**src/rtl/irq_controller.sv**
```systemverilog
// Interrupt aggregator: rising-edge capture of up to eight request lines into a
// pending register, fixed-priority one-at-a-time dispatch to the CPU, and MMIO regs.
module irq_controller #(
  parameter int NUM_IRQ = 8
) (
  input  logic               clk,
  input  logic               reset_n,
  input  logic [NUM_IRQ-1:0] irq_in,
  input  logic               bus_we,
  input  logic [1:0]         bus_addr,
  input  logic [7:0]         bus_wdata,
  output logic [7:0]         bus_rdata,
  output logic               cpu_int,
  input  logic               cpu_ack,
  output logic [2:0]         int_id
);

  typedef enum logic [1:0] {
    S_IDLE   = 2'd0,
    S_ASSERT = 2'd1,
    S_GAP    = 2'd2
  } state_t;

  state_t             state_q, state_d;
  logic [NUM_IRQ-1:0] irq_prev_q, irq_prev_d;
  logic [NUM_IRQ-1:0] pending_q, pending_d;
  logic [NUM_IRQ-1:0] mask_q, mask_d;
  logic               cpu_int_q, cpu_int_d;
  logic [2:0]         int_id_q, int_id_d;

  logic [NUM_IRQ-1:0] edge_det;
  logic [NUM_IRQ-1:0] sw_set;
  logic [NUM_IRQ-1:0] sw_clr;
  logic [NUM_IRQ-1:0] req;
  logic [NUM_IRQ-1:0] pick_onehot;
  logic [NUM_IRQ-1:0] dispatch_clr;
  logic [2:0]         pick;
  logic [7:0]         mask_ext;
  logic [7:0]         pending_ext;

  always_comb begin
    edge_det   = irq_in & ~irq_prev_q;
    irq_prev_d = irq_in;

    sw_set = '0;
    sw_clr = '0;
    mask_d = mask_q;
    if (bus_we) begin
      case (bus_addr)
        2'd0:    mask_d = bus_wdata[NUM_IRQ-1:0];
        2'd1:    sw_clr = bus_wdata[NUM_IRQ-1:0];
        2'd3:    sw_set = bus_wdata[NUM_IRQ-1:0];
        default: ;
      endcase
    end

    // Scan from the top down so the lowest enabled index ends up winning.
    req         = pending_q & mask_q;
    pick        = '0;
    pick_onehot = '0;
    for (int i = NUM_IRQ - 1; i >= 0; i--) begin
      if (req[i]) begin
        pick           = 3'(i);
        pick_onehot    = '0;
        pick_onehot[i] = 1'b1;
      end
    end

    state_d      = state_q;
    cpu_int_d    = cpu_int_q;
    int_id_d     = int_id_q;
    dispatch_clr = '0;
    case (state_q)
      S_IDLE: begin
        if (|req) begin
          int_id_d     = pick;
          cpu_int_d    = 1'b1;
          dispatch_clr = pick_onehot;
          state_d      = S_ASSERT;
        end
      end
      S_ASSERT: begin
        if (cpu_ack) begin
          cpu_int_d = 1'b0;
          state_d   = S_GAP;
        end
      end
      S_GAP: begin
        cpu_int_d = 1'b0;
        state_d   = S_IDLE;
      end
      default: begin
        cpu_int_d = 1'b0;
        state_d   = S_IDLE;
      end
    endcase

    // Set sources are OR-ed in last so they override any same-cycle clear.
    pending_d = (pending_q & ~(sw_clr | dispatch_clr)) | edge_det | sw_set;
  end

  always_ff @(posedge clk or negedge reset_n) begin
    if (!reset_n) begin
      state_q    <= S_IDLE;
      irq_prev_q <= '0;
      pending_q  <= '0;
      mask_q     <= '0;
      cpu_int_q  <= 1'b0;
      int_id_q   <= '0;
    end else begin
      state_q    <= state_d;
      irq_prev_q <= irq_prev_d;
      pending_q  <= pending_d;
      mask_q     <= mask_d;
      cpu_int_q  <= cpu_int_d;
      int_id_q   <= int_id_d;
    end
  end

  always_comb begin
    mask_ext                 = '0;
    pending_ext              = '0;
    mask_ext[NUM_IRQ-1:0]    = mask_q;
    pending_ext[NUM_IRQ-1:0] = pending_q;
    case (bus_addr)
      2'd0:    bus_rdata = mask_ext;
      2'd1:    bus_rdata = pending_ext;
      2'd2:    bus_rdata = {4'b0, (state_q != S_IDLE), int_id_q};
      default: bus_rdata = 8'h00;
    endcase
  end

  assign cpu_int = cpu_int_q;
  assign int_id  = int_id_q;

endmodule

```
**config.mk**
```make
export PLATFORM = sky130hd
export DESIGN_NAME = irq_controller
export DESIGN_NICKNAME = d
export VERILOG_FILES = /design/src/rtl/irq_controller.sv
export SDC_FILE = /design/constraint.sdc
export NUM_CORES = 1
export LEC_CHECK = 0
export CAP_MARGIN = 40
export CORE_ASPECT_RATIO = 0.9
export CORE_MARGIN = 1.5
export CORE_UTILIZATION = 52
export DETAILED_ROUTE_END_ITERATION = 12
export GPL_TIMING_DRIVEN = 1
export PLACE_DENSITY = 0.83
export SLEW_MARGIN = 40
export SYNTH_ARGS = -nofsm -noshare
export SYNTH_HDL_FRONTEND = slang
export SYNTH_SLANG_ARGS = --single-unit
```
**constraint.sdc**
```tcl
create_clock -name clk -period 2.8 [get_ports clk]
set_input_delay 0.84 -clock clk [delete_from_list [all_inputs] [get_ports clk]]
set_output_delay 0.84 -clock clk [all_outputs]
set_load 0.05 [all_outputs]
```
* Yosys cells after proc, flatten, opt, wreduce, memory -nomap -nowiden *
Cells that the tools add are included.

cells by class
  equal/unequal tests = 6
  muxes and demuxes = 29
  bitwise operators = 8
  reduce and logical (&&, ||, !) cells = 7

operator list
  operator                                       count
  two-way mux 8 bit                              14
  AND 8 bit                                      3
  two-way mux 3 bit                              8
  OR 8 bit                                       3
  case mux 8 bit (3 select lines)                1
  NOT 8 bit                                      2
  OR reduction 8 bit                             1
  AND reduction 2 bit                            3
  == test 2 x 1 -> 1 bit, second input constant  2
  == test 2 bit, second input constant           2
  zero test 2 bit                                2
  two-way mux 2 bit                              2
  inequality test 2 bit, second input constant   2
  case mux 2 bit (2 select lines)                1
  two-way mux 1 bit                              2
  case mux 1 bit (2 select lines)                1
  nonzero test 2 bit                             1

storage, ports and cells
  bits in registers = 30
  input port bits = 22

* Longest topological paths before layout *
  depth after elaboration = 16
  depth in mapped cells = 4
  gate-level depth less buffers = 4

* Least setup slack after synthesis *
Ideal clock, no wire load.

  kind = input-to-output
  start = input port bus_addr[0]
  end = output port bus_rdata[2]
  data arrival time = 2.223 ns
  data required time = 1.960 ns
  path slack = -0.263 ns
  stages on the path = 3
  path buffers = 1
  cells stage by stage = buf_4 -> mux2i_1 -> o21ai_0

on the way
  word-level cells in the longest chain between the ends = 2
  elaborated cells on any way between the ends = 4

RTL lines
  what                                   RTL line  source
  start, declared                        10        input logic [1:0] bus_addr,
  == test 2 bit (tied with other cells)  125       case (bus_addr)
  case mux 8 bit (3 select lines) *      125
  end, declared                          12        output logic [7:0] bus_rdata,

Mark *: on every way between the ends. The rest lies on a longest branch, timed or not.

* Worst setup path in the final report *
  start = input port bus_addr[0]
  end = output port bus_rdata[3]

The elaborated chain is that of the path after synthesis.

==> impl_summary.log <==
[metrics] placed wire-length estimate: 2470 µm
[metrics] Comb power frac: 45.4%
[metrics] final hold slack: 0.563 ns
[metrics] setup repair after global routing missed its margin: no
[metrics] critical path launch point: bus_addr[0]
[metrics] Commonest cells post-synth: dfrtp_1, nand2_1, inv_1, mux2_2
[metrics] x dimension of the die: 58.3 µm
[metrics] post-place instance area: 0.00190 mm²
[metrics] category of the worst setup path capture point: output pin
[metrics] flops & latches, synth: 29
[metrics] Layout area overhead: 38.5%
[metrics] overall overflow remaining after global route: 0
[metrics] floorplan die height: 52.7 µm
[metrics] via count of the first global-routing pass: 1176
[metrics] Fmax achieved: 370 MHz
[metrics] distinct cell type count of the synthesized netlist: 29
[metrics] Ports: 34
[metrics] failing checks: DRC
[metrics] buffer depth of the longest clock path: 2
[metrics] Layout Nets: 194
[metrics] Layout Cell Area excl Fill: 0.00198 mm²
[metrics] critical-path cell with the highest stage delay: dlygate4sd2_1
[metrics] clock power share: 15.7%
[metrics] clock skew after layout: 0.00749 ns
[metrics] Most used DFF post-synth: dfrtp_1
[metrics] delay of the slowest cell on the worst path: 0.29 ns
[metrics] final period utilization: 96.6%
[metrics] DIE AREA: 0.00307 mm²
[metrics] number of remaining DRC errors: 2
[metrics] Critical Path, Cell by Cell: dlygate4sd2_1 -> buf_6 -> mux2i_1 -> o21ai_1 -> clkbuf_16
[metrics] peak ir drop on the vdd network: 0.383 mV
[metrics] number of fill cells in the layout: 181
[metrics] share of flip-flops with an asynchronous set or reset: 100%
[metrics] transition time at the pin with the least slew margin: 0.544 ns
[metrics] largest net degree at the start of global routing: 30
[metrics] Int Power: 0.969 mW
[metrics] required time of the critical path: 1.96 ns
[metrics] total routing resource utilization after global routing: 25.1%
[metrics] max-cap violations: 0
[metrics] clock transition at the registers of the reported paths: 0.08 ns
[metrics] total iterations of the first detailed-routing run: 8
[metrics] endpoint arrival time on the critical path: 1.87 ns
[metrics] global-route wire length before repair: 5480 µm
[metrics] dpl ws: -0.101 ns
[metrics] clock latency at the later pin of the worst-skew pair: 0.32 ns
[metrics] post-layout util: 78.2%
[metrics] Cells after Synth: 129
[metrics] CTS Hold Bufs: 0
[metrics] DRC violation total after the first TritonRoute iteration: 64
[metrics] static leakage: 0.878 nW
[metrics] post-synthesis sequential area ratio: 50.8%
[metrics] net count after synthesis: 151
[metrics] final setup violating endpoints: 0
[metrics] aggregate routed wire length: 3370 µm
[metrics] effective utilization at floorplan: 56.5%
[metrics] htree depth: 2
[metrics] routed len/inst: 16.9 µm
[metrics] number of max-slew violations in the final report: 0
[metrics] Critical Path Fanout Max: 7
[metrics] antenna violations before repair: 0
[metrics] total number of vias: 1228
[metrics] time the worst path needs with I/O delays and setup: 2.71 ns
[metrics] dominant cell by count in the synthesized netlist: dfrtp_1
[metrics] launch point of the worst hold path: int_id[0]
[metrics] number of enable flip-flop cells after synthesis: 0
[metrics] fin worst setup slack: 0.0948 ns
[metrics] ANT cells: 0
[metrics] number of warning messages in the yosys log: 0
[metrics] fraction of power spent switching nets: 40.9%
[metrics] number of hold violations in the final report: 0
[metrics] proportion of layout cells with a drive suffix above 1: 22.1%
[metrics] cell accounting for the most synthesized area: dfrtp_1
[metrics] area of the multi-input gates: 664 µm²
[metrics] clock buffer count from CTS: 5
[metrics] hold crit path type: reg -> reg
[metrics] status: finished, violations left
[metrics] Port Buffers: 33
[metrics] switching power: 0.670 mW
[metrics] summed instance area of the synthesized netlist: 0.00143 mm²
[metrics] ranking of synthesized cells by area: dfrtp_1, mux2_2, mux2i_1
[metrics] CTS sink count: 29
[metrics] Core Area: 0.00253 mm²
[metrics] drt via density: 6.14
[metrics] Slew headroom: 63.7%
[metrics] Sequential Area: 726 µm²
[metrics] Clk Tree Root Cell: clkbuf_4
[metrics] final antenna-violating net count: 0
[metrics] share of power burned in registers: 38.9%
[metrics] average instance area after synthesis: 11.1 µm²
[metrics] TritonCTS clock tree: built
[metrics] number of rows in the core area: 17
[metrics] proportion of netlist area held by the largest area contributor: 50.8%
[metrics] Startpoint Class: input port
[metrics] Placer Congestion: 0.854
[metrics] Post-CTS Repair Setup Buffers: 0
[metrics] Pwr Density: 828 mW/mm²
[metrics] type of the worst setup path: in -> out
[metrics] origin of the critical flop-to-flop path: mask_ext[1]
==> stage by stage <==
step / std cells / power, mW / TNS [ns]
finish: 200 / 1.64 / 0
global route: 200 / 1.73 / 0
CTS: 200 / 1.64 / 0
detailed placement: 193 / 1.38 / -0.432
global placement: 193 / 1.36 / -0.391
floorplan: 129 / 1.08 / 0
==> state kept, by name (all words and copies together), names as in the netlist <==
name	count
cpu_int	1
int_id	3
irq_prev_q	8
mask_ext	8
pending_ext	8
state_q	1
==> worst paths after layout <==
check,to,cells past startpoint,slack [ns]
max reg2reg,int_id[0],4,1.21
max in group asynchronous,mask_ext[0],2,1.63
max,bus_rdata[3],5,0.09
min in group asynchronous,irq_prev_q[4],2,0.89
min reg2reg,int_id[0],1,0.56
min,int_id[0],1,0.56
==> critical path: cells and delay by family <==
kind,cells,cell delay [ns]
AOI/OAI and AO/OA,1,0.13
buffers and inverters,3,0.65
muxes,1,0.24
==> power groups by stage <==
stage / sequential [mW] / clock (mW) / combinational (mW)
floorplan: 0.713 / 0 / 0.365
global placement: 0.632 / 0 / 0.723
detailed placement: 0.641 / 0 / 0.736
CTS: 0.636 / 0.260 / 0.742
global route: 0.654 / 0.277 / 0.795
finish: 0.638 / 0.257 / 0.744
==> kinds of logic (layout without fill, tap and decap cells) <==
family                 Yosys count  after routing  share of synthesized area [%]
multiplexers                    17             17                           12.7
AO/OA/AOI/OAI                   34             34                           19.0
flip-flops                      29             29                           50.8
AND/OR/NAND/NOR                 37             37                           14.0
buffers and inverters           12             55                           3.50
==> final cells by class <==
type	count	share of cell area, %
clock buffers	7	2.78
multi-input cells	88	33.6
repair buffers	39	23.5
flip-flops and latches	29	36.7
inverters	9	1.71
well taps	28	1.77
==> cell usage in the layout, fill, tap and decap left out, types with 2 or more instances in the layout <==
master / instances
mux2_2: 9
nor2_1: 6
buf_4: 5
inv_1: 9
a21oi_1: 4
buf_12: 7
and3_1: 2
nand2_1: 14
clkbuf_4: 5
o21ai_0: 3
a21boi_0: 3
a221oi_1: 4
nor2b_1: 4
nand3_1: 2
a22oi_2: 3
clkdlybuf4s50_1: 23
dfrtp_1: 29
o21ai_1: 5
a221o_1: 7
mux2i_1: 7
nand4_1: 3
==> metal layers <==
metal	track usage, %	vias up	share of wire (%)
met1	31.2	600	44
met2	38.8	52	47
li1	-	567	-
met4	15.9	0	2.3
met5	0	-	0
met3	6.67	9	6.9
==> repair_timing <==
action | in CTS | in global routing
pin swaps | 1 | 0
resized for setup | 4 | 4
setup endpoints to repair | 7 | 3
(Power assumes the default switching activity.)
